`src/rtl/lu_pkg.sv`:
```
// Shared op encodings for the pipelined logic unit.
// Pure definitions; no latency or flow control of its own.
// Imported by the lane datapath and the pipeline top.
package lu_pkg;
    localparam int LU_OPW = 3;

    localparam logic [LU_OPW-1:0] LU_AND   = 3'd0;
    localparam logic [LU_OPW-1:0] LU_OR    = 3'd1;
    localparam logic [LU_OPW-1:0] LU_XOR   = 3'd2;
    localparam logic [LU_OPW-1:0] LU_NOR   = 3'd3;
    localparam logic [LU_OPW-1:0] LU_ANDN  = 3'd4;
    localparam logic [LU_OPW-1:0] LU_ORN   = 3'd5;
    localparam logic [LU_OPW-1:0] LU_XNOR  = 3'd6;
    localparam logic [LU_OPW-1:0] LU_PASSA = 3'd7;
endpackage

```
`src/rtl/logic_lane_op.sv`:
```
// One lane of the bitwise op datapath plus its all-zero flag.
// Purely combinational, zero latency.
// No flow control; the enclosing pipeline owns the handshakes.
module logic_lane_op
    import lu_pkg::*;
#(
    parameter int LW = 32
) (
    input  logic [LU_OPW-1:0] op,
    input  logic [LW-1:0]     a,
    input  logic [LW-1:0]     b,
    output logic [LW-1:0]     res,
    output logic              zero
);

    always_comb begin
        res = a;
        case (op)
            LU_AND:   res = a & b;
            LU_OR:    res = a | b;
            LU_XOR:   res = a ^ b;
            LU_NOR:   res = ~(a | b);
            LU_ANDN:  res = a & ~b;
            LU_ORN:   res = a | ~b;
            LU_XNOR:  res = ~(a ^ b);
            LU_PASSA: res = a;
            default:  res = a;
        endcase
        zero = (res == '0);
    end

endmodule

```
`src/rtl/logic_unit_pipe.sv`:
```
// Two-stage pipelined bitwise logic unit with per-lane zero flags and op counter.
// Latency 2 cycles from input handshake to out_valid; 1 op/cycle throughput.
// in_ready is combinational from out_ready (no skid); outputs hold while stalled.
module logic_unit_pipe
    import lu_pkg::*;
#(
    parameter int WIDTH = 32,
    parameter int LANES = 1,
    parameter int CNTW  = 16
) (
    input  logic              clk,
    input  logic              rst_n,
    input  logic              in_valid,
    output logic              in_ready,
    input  logic [LU_OPW-1:0] in_op,
    input  logic [WIDTH-1:0]  in_a,
    input  logic [WIDTH-1:0]  in_b,
    output logic              out_valid,
    input  logic              out_ready,
    output logic [WIDTH-1:0]  out_res,
    output logic [LANES-1:0]  out_zero,
    input  logic              cnt_clr,
    output logic [CNTW-1:0]   cnt_done
);

    localparam int LW = WIDTH / LANES;

    typedef struct packed {
        logic [LU_OPW-1:0] op;
        logic [WIDTH-1:0]  a;
        logic [WIDTH-1:0]  b;
    } s1_t;

    s1_t              s1_q;
    logic             s1_valid;
    logic             s2_valid;
    logic             s2_adv;
    logic             out_fire;
    logic [WIDTH-1:0] res_d;
    logic [LANES-1:0] zero_d;

    assign s2_adv    = s1_valid && (!s2_valid || out_ready);
    assign in_ready  = !s1_valid || s2_adv;
    assign out_fire  = s2_valid && out_ready;
    assign out_valid = s2_valid;

    // Zero flags come from the result being loaded into S2, never from S2 itself.
    for (genvar l = 0; l < LANES; l++) begin : g_lane
        logic_lane_op #(.LW(LW)) u_lane (
            .op   (s1_q.op),
            .a    (s1_q.a[l*LW +: LW]),
            .b    (s1_q.b[l*LW +: LW]),
            .res  (res_d[l*LW +: LW]),
            .zero (zero_d[l])
        );
    end

    always_ff @(posedge clk or negedge rst_n) begin
        if (!rst_n) begin
            s1_valid <= 1'b0;
            s1_q     <= '0;
        end else if (in_ready) begin
            s1_valid <= in_valid;
            if (in_valid) begin
                s1_q <= '{op: in_op, a: in_a, b: in_b};
            end
        end
    end

    always_ff @(posedge clk or negedge rst_n) begin
        if (!rst_n) begin
            s2_valid <= 1'b0;
            out_res  <= '0;
            out_zero <= '0;
        end else if (s2_adv) begin
            s2_valid <= 1'b1;
            out_res  <= res_d;
            out_zero <= zero_d;
        end else if (out_ready) begin
            s2_valid <= 1'b0;
        end
    end

    always_ff @(posedge clk or negedge rst_n) begin
        if (!rst_n) begin
            cnt_done <= '0;
        end else if (cnt_clr) begin
            cnt_done <= '0;
        end else if (out_fire) begin
            cnt_done <= cnt_done + 1'b1;
        end
    end

endmodule

```
`config.mk`:
```
export PLATFORM = sky130hd
export DESIGN_NAME = logic_unit_pipe
export DESIGN_NICKNAME = d
export VERILOG_FILES = /design/src/rtl/lu_pkg.sv /design/src/rtl/logic_lane_op.sv /design/src/rtl/logic_unit_pipe.sv
export SDC_FILE = /design/constraint.sdc
export NUM_CORES = 1
export LEC_CHECK = 0
export ABC_CLOCK_PERIOD_IN_PS = 3650
export CORE_ASPECT_RATIO = 2
export CORE_MARGIN = 2
export CORE_UTILIZATION = 35
export DETAILED_ROUTE_END_ITERATION = 12
export GPL_ROUTABILITY_DRIVEN = 0
export PLACE_DENSITY = 0.63
export SLEW_MARGIN = 40
export SYNTH_ARGS = -nofsm -noshare
export SYNTH_HDL_FRONTEND = slang
export SYNTH_HIERARCHICAL = 1
export SYNTH_SLANG_ARGS = --single-unit
```
`constraint.sdc`:
```
create_clock -name clk -period 3.65 [get_ports clk]
set_input_delay 1.095 -clock clk [delete_from_list [all_inputs] [get_ports clk]]
set_output_delay 1.095 -clock clk [all_outputs]
set_load 0.02 [all_outputs]
```
==> results.txt <==
The count of flip-flops with a built-in enable after synthesis is 0. The count of cells resized by post-cts repair is 0. Along the worst path, the maximum fanout reaches 3. The total CTS buffers came out at 17. The wire length of the first global-routing pass is 32400 um. Traced cell by cell, the critical path runs through clkdlybuf4s50_1 -> nand3b_1 -> clkdlybuf4s50_1.

The total congestion overflow after global routing came out at 0. The height of the chip is 219 um. The clock-pin slew on the worst setup and hold paths came out at 60 ps.

For the worst setup path, the data required time is 2550 ps. The number of setup violations in the final report is 0. By startpoint and endpoint, the worst setup path is classified as in2out. The top achievable clock speed is 291 MHz. The total number of clock tree sinks is 118.

The floorplan step defined a core boundary enclosing 22700 um2. The tightest min-delay check is of the reg2reg type. The fraction of the mapped netlist area in compound gates came out at 8.91%.

The pin count of the biggest net entering global routing is 97. The main flop type after synthesis is sky130_fd_sc_hd__dfrtp_1. The synthesis-to-finish area growth is 25.5%. The total area of sequential cells is 2960 um2. Summing internal, switching and leakage power gives 0.00582 W.

The synthesis warning total is 6. Of the post-synthesis cell area, the part taken by muxes is 21.7%. Summed over all layers, the routed wires come to 20000 um. In this run, placement finished with an instance count of 1133. The share of cells above drive strength 1 is 19.9%. The arrival time at the worst endpoint is 2350 ps. The die width came out at 111 um.

The critical path endpoint category is a primary output. The worst-margin pin slew came out at 663 ps. The non-filler instance count after layout is 1165. The biggest area contributor in the post-synthesis netlist is sky130_fd_sc_hd__dfrtp_1. The cell that appears most often on the critical path is sky130_fd_sc_hd__clkdlybuf4s50_1. The synthesized area divided by synthesized cell count came out at 10.6 um2. The final setup skew is 5.89 ps. Among all stages on the critical path, the largest delay is contributed by sky130_fd_sc_hd__clkdlybuf4s50_1. The violation count after the first detailed-routing iteration is 227. Of the total synthesized cell area, the portion taken by XOR and XNOR cells is 6.82%. The tightest slew margin relative to the limit came out at 55.8%.

The number of antenna violations at the first check in global routing came out at 0. The max-cap violation count is 0. The buffering stage count on the worst path with inverters included came out at 2. The via-per-instance ratio is 5.17. The adder and majority gate portion of the synthesized area came out at 10.1%. The count of H-tree levels built during CTS is 4. Detailed placement ended at an HPWL of 14600 um. The final clock period utilization by the worst path is 94.3%.

The netlist area before placement came out at 8090 um2. TritonCTS built the clock tree. The final-stage net count is 1009.

The hold violation count in the final report came out at 0. The reported leakage power is 4.47 nW. The number of port buffers is 122. The residual antenna-violating net count after detailed routing came out at 0. Counting every instance in the synthesized netlist gives 764. The maximum VDD drop came out at 0.314 mV. The number of global-route vias before repair is 6238.

The die area came out at 24400 um2. The initialized floorplan defines 78 standard-cell rows. Setup repair after global routing left no endpoint under its margin. The total area of multi-input combinational cells came out at 4610 um2. The number of fill cells in the layout is 2157. The clock insertion delay at the later pin of the skew report came out at 430 ps.

The post-detailed-route wirelength per cell came out at 17.2 um. By area the synthesized netlist is led by sky130_fd_sc_hd__dfrtp_1, sky130_fd_sc_hd__mux2_2, sky130_fd_sc_hd__ha_1. The number of detailed-route iterations in the first pass is 5. Across all layers, the routed design uses 6026 vias. The clock passes through at most 2 buffers. The largest stage delay on the critical path came out at 620 ps. The portion of the post-synthesis area used by sequential elements came out at 36.5%. The worst setup path is launched from an input port. By area, the combinational part of the netlist is dominated by multiplexers. The global routing usage summed across all routing layers came out at 17.0%. The power density relative to cell area is 573 nW/um2.

Summing the areas of all and, or, nand and nor instances in the mapped netlist gives 9.48% of the synthesized area. Once the floorplan was initialized, standard cells occupied 35.6% of the core. The total setup buffers inserted after CTS came out at 0. The final setup TNS came out at 0 ps. The share of Yosys cell area claimed by the top area cell type is 36.5%. The register bit count reported by yosys is 118. The count of distinct cell types in the synthesized netlist is 69.

The cell family contributing the most delay on the critical path is buffers and inverters. The worst slack on hold paths came out at 499 ps. For this design, the CTS-stage hold fixing added 0 buffers.

The root buffer cell chosen for the clock tree is sky130_fd_sc_hd__clkbuf_16. The share of flip-flops with an asynchronous set or reset is 100%. The final max-slew violation count was 0. The I/O pin count came out at 123. The number of antenna diodes in the final layout is 0. The flow ran to the end, and the final reports show no timing, DRC or antenna violations. The net count after synthesis came out at 901. The post-route minimum period came out at 3440 ps. The post-route DRC violation count is 0.
[Yosys cell counts (4+ instances only)]
library cell,n
sky130_fd_sc_hd__dfrtp_1,118
sky130_fd_sc_hd__mux2_2,111
sky130_fd_sc_hd__inv_1,72
sky130_fd_sc_hd__ha_1,65
sky130_fd_sc_hd__nand2_1,34
sky130_fd_sc_hd__a21oi_1,32
sky130_fd_sc_hd__xor2_1,32
sky130_fd_sc_hd__xnor2_1,31
sky130_fd_sc_hd__nor2_1,25
sky130_fd_sc_hd__mux2i_1,24
sky130_fd_sc_hd__buf_2,20
sky130_fd_sc_hd__o21ai_0,19
sky130_fd_sc_hd__buf_4,12
sky130_fd_sc_hd__nand3_1,12
sky130_fd_sc_hd__nor2b_1,12
sky130_fd_sc_hd__nand2b_1,11
sky130_fd_sc_hd__nand4_1,9
sky130_fd_sc_hd__clkbuf_1,8
sky130_fd_sc_hd__mux4_2,8
sky130_fd_sc_hd__o22ai_1,7
sky130_fd_sc_hd__nor3_1,6
sky130_fd_sc_hd__a211oi_1,5
sky130_fd_sc_hd__mux2_1,5
sky130_fd_sc_hd__or4_1,5
sky130_fd_sc_hd__o221ai_1,4
sky130_fd_sc_hd__or2_2,4
sky130_fd_sc_hd__or3_1,4
[final cells by class]
cell class	count	area share [%]
multi-input combinational	528	45.4
clock inverter	14	1.74
inverter	73	2.70
sequential	118	29.1
tap	280	3.45
timing repair buffer	134	13.3
clock buffer	18	4.33
[cells in the final DEF, fill, tap and decap left out, drive strengths merged, types with 4 or more instances in the layout]
cell type,n
a211oi,5
a21oi,32
buf,13
clkbuf,18
clkdlybuf4s50,121
clkinv,4
clkinvlp,5
dfrtp,118
ha,65
inv,75
mux2,116
mux2i,24
mux4,9
nand2,34
nand2b,11
nand3,13
nand4,9
nor2,25
nor2b,13
nor3,6
nor4,4
o21ai,21
o221ai,4
o22ai,7
or2,5
or3,4
or4,5
xnor2,31
xor2,32
[where the power goes]
group          internal (W)  leakage (nW)  switching (W)
clock               0.00109         0.285       0.000654
combinational       0.00113          2.77        0.00109
sequential          0.00160          1.42       0.000251
[worst reg2reg max path, cell delays in order, from the launching register on]
cell	delay, ps
sky130_fd_sc_hd__dfrtp_1	390
sky130_fd_sc_hd__inv_1	90
sky130_fd_sc_hd__ha_1	330
sky130_fd_sc_hd__nor2b_4	50
sky130_fd_sc_hd__a31o_1	180
sky130_fd_sc_hd__mux4_2	450
sky130_fd_sc_hd__or4_1	610
sky130_fd_sc_hd__or4b_1	510
sky130_fd_sc_hd__nor4_2	210
sky130_fd_sc_hd__mux2_2	180
[metal layers]
| metal | wire (um) | global-route usage, % |
|---|---|---|
| met1 | 7310 | 17.0 |
| met2 | 11100 | 32.1 |
| met3 | 771 | 4.06 |
| met5 | 0 | 0 |
| met4 | 855 | 9.42 |
[logic make-up (layout without fill, tap and decap cells)]
group	after synthesis	in the layout
mux	149	149
simple gates	142	142
flops	118	118
buf+inv	118	239
compound gates	109	109
fa+ha+maj	65	65
xor+xnor	63	63
[registers in the layout, summed over array words and instances (netlist names)]
signal and count:
cnt_done 16, out_zero 1, out_valid 1, s1_valid 1
out_res 32, s1_q 67
[final timing paths]
check / startpoint / to / slack, ps / cells past startpoint
worst max register to register: s1_q[52]$_DFFE_PN0P_ / out_zero$_DFFE_PN0P_ / 590 / 9
worst min register to register: s1_valid$_DFFE_PN0P_ / out_valid$_DFFE_PN0P_ / 500 / 1
worst max-delay path: out_ready / in_ready / 210 / 3
max in group asynchronous: rst_n / s1_q[32]$_DFFE_PN0P_ / 2340 / 2
worst min-delay path: s1_valid$_DFFE_PN0P_ / out_valid$_DFFE_PN0P_ / 500 / 1
min in group asynchronous: rst_n / cnt_done[0]$_DFFE_PN0P_ / 610 / 1
[metrics by stage]
stage / instance area, um2 / utilization [%] / setup slack, ps
2_1_floorplan: 8090 / - / 874
3_3_place_gp: 9540 / 41.9 / 217
3_5_place_dp: 9540 / 41.9 / 198
4_1_cts: 10200 / 44.6 / 195
5_1_grt: 10200 / 44.6 / 154
6_report: 10200 / 44.6 / 208
Note: power is estimated with default switching activity, not from simulation.
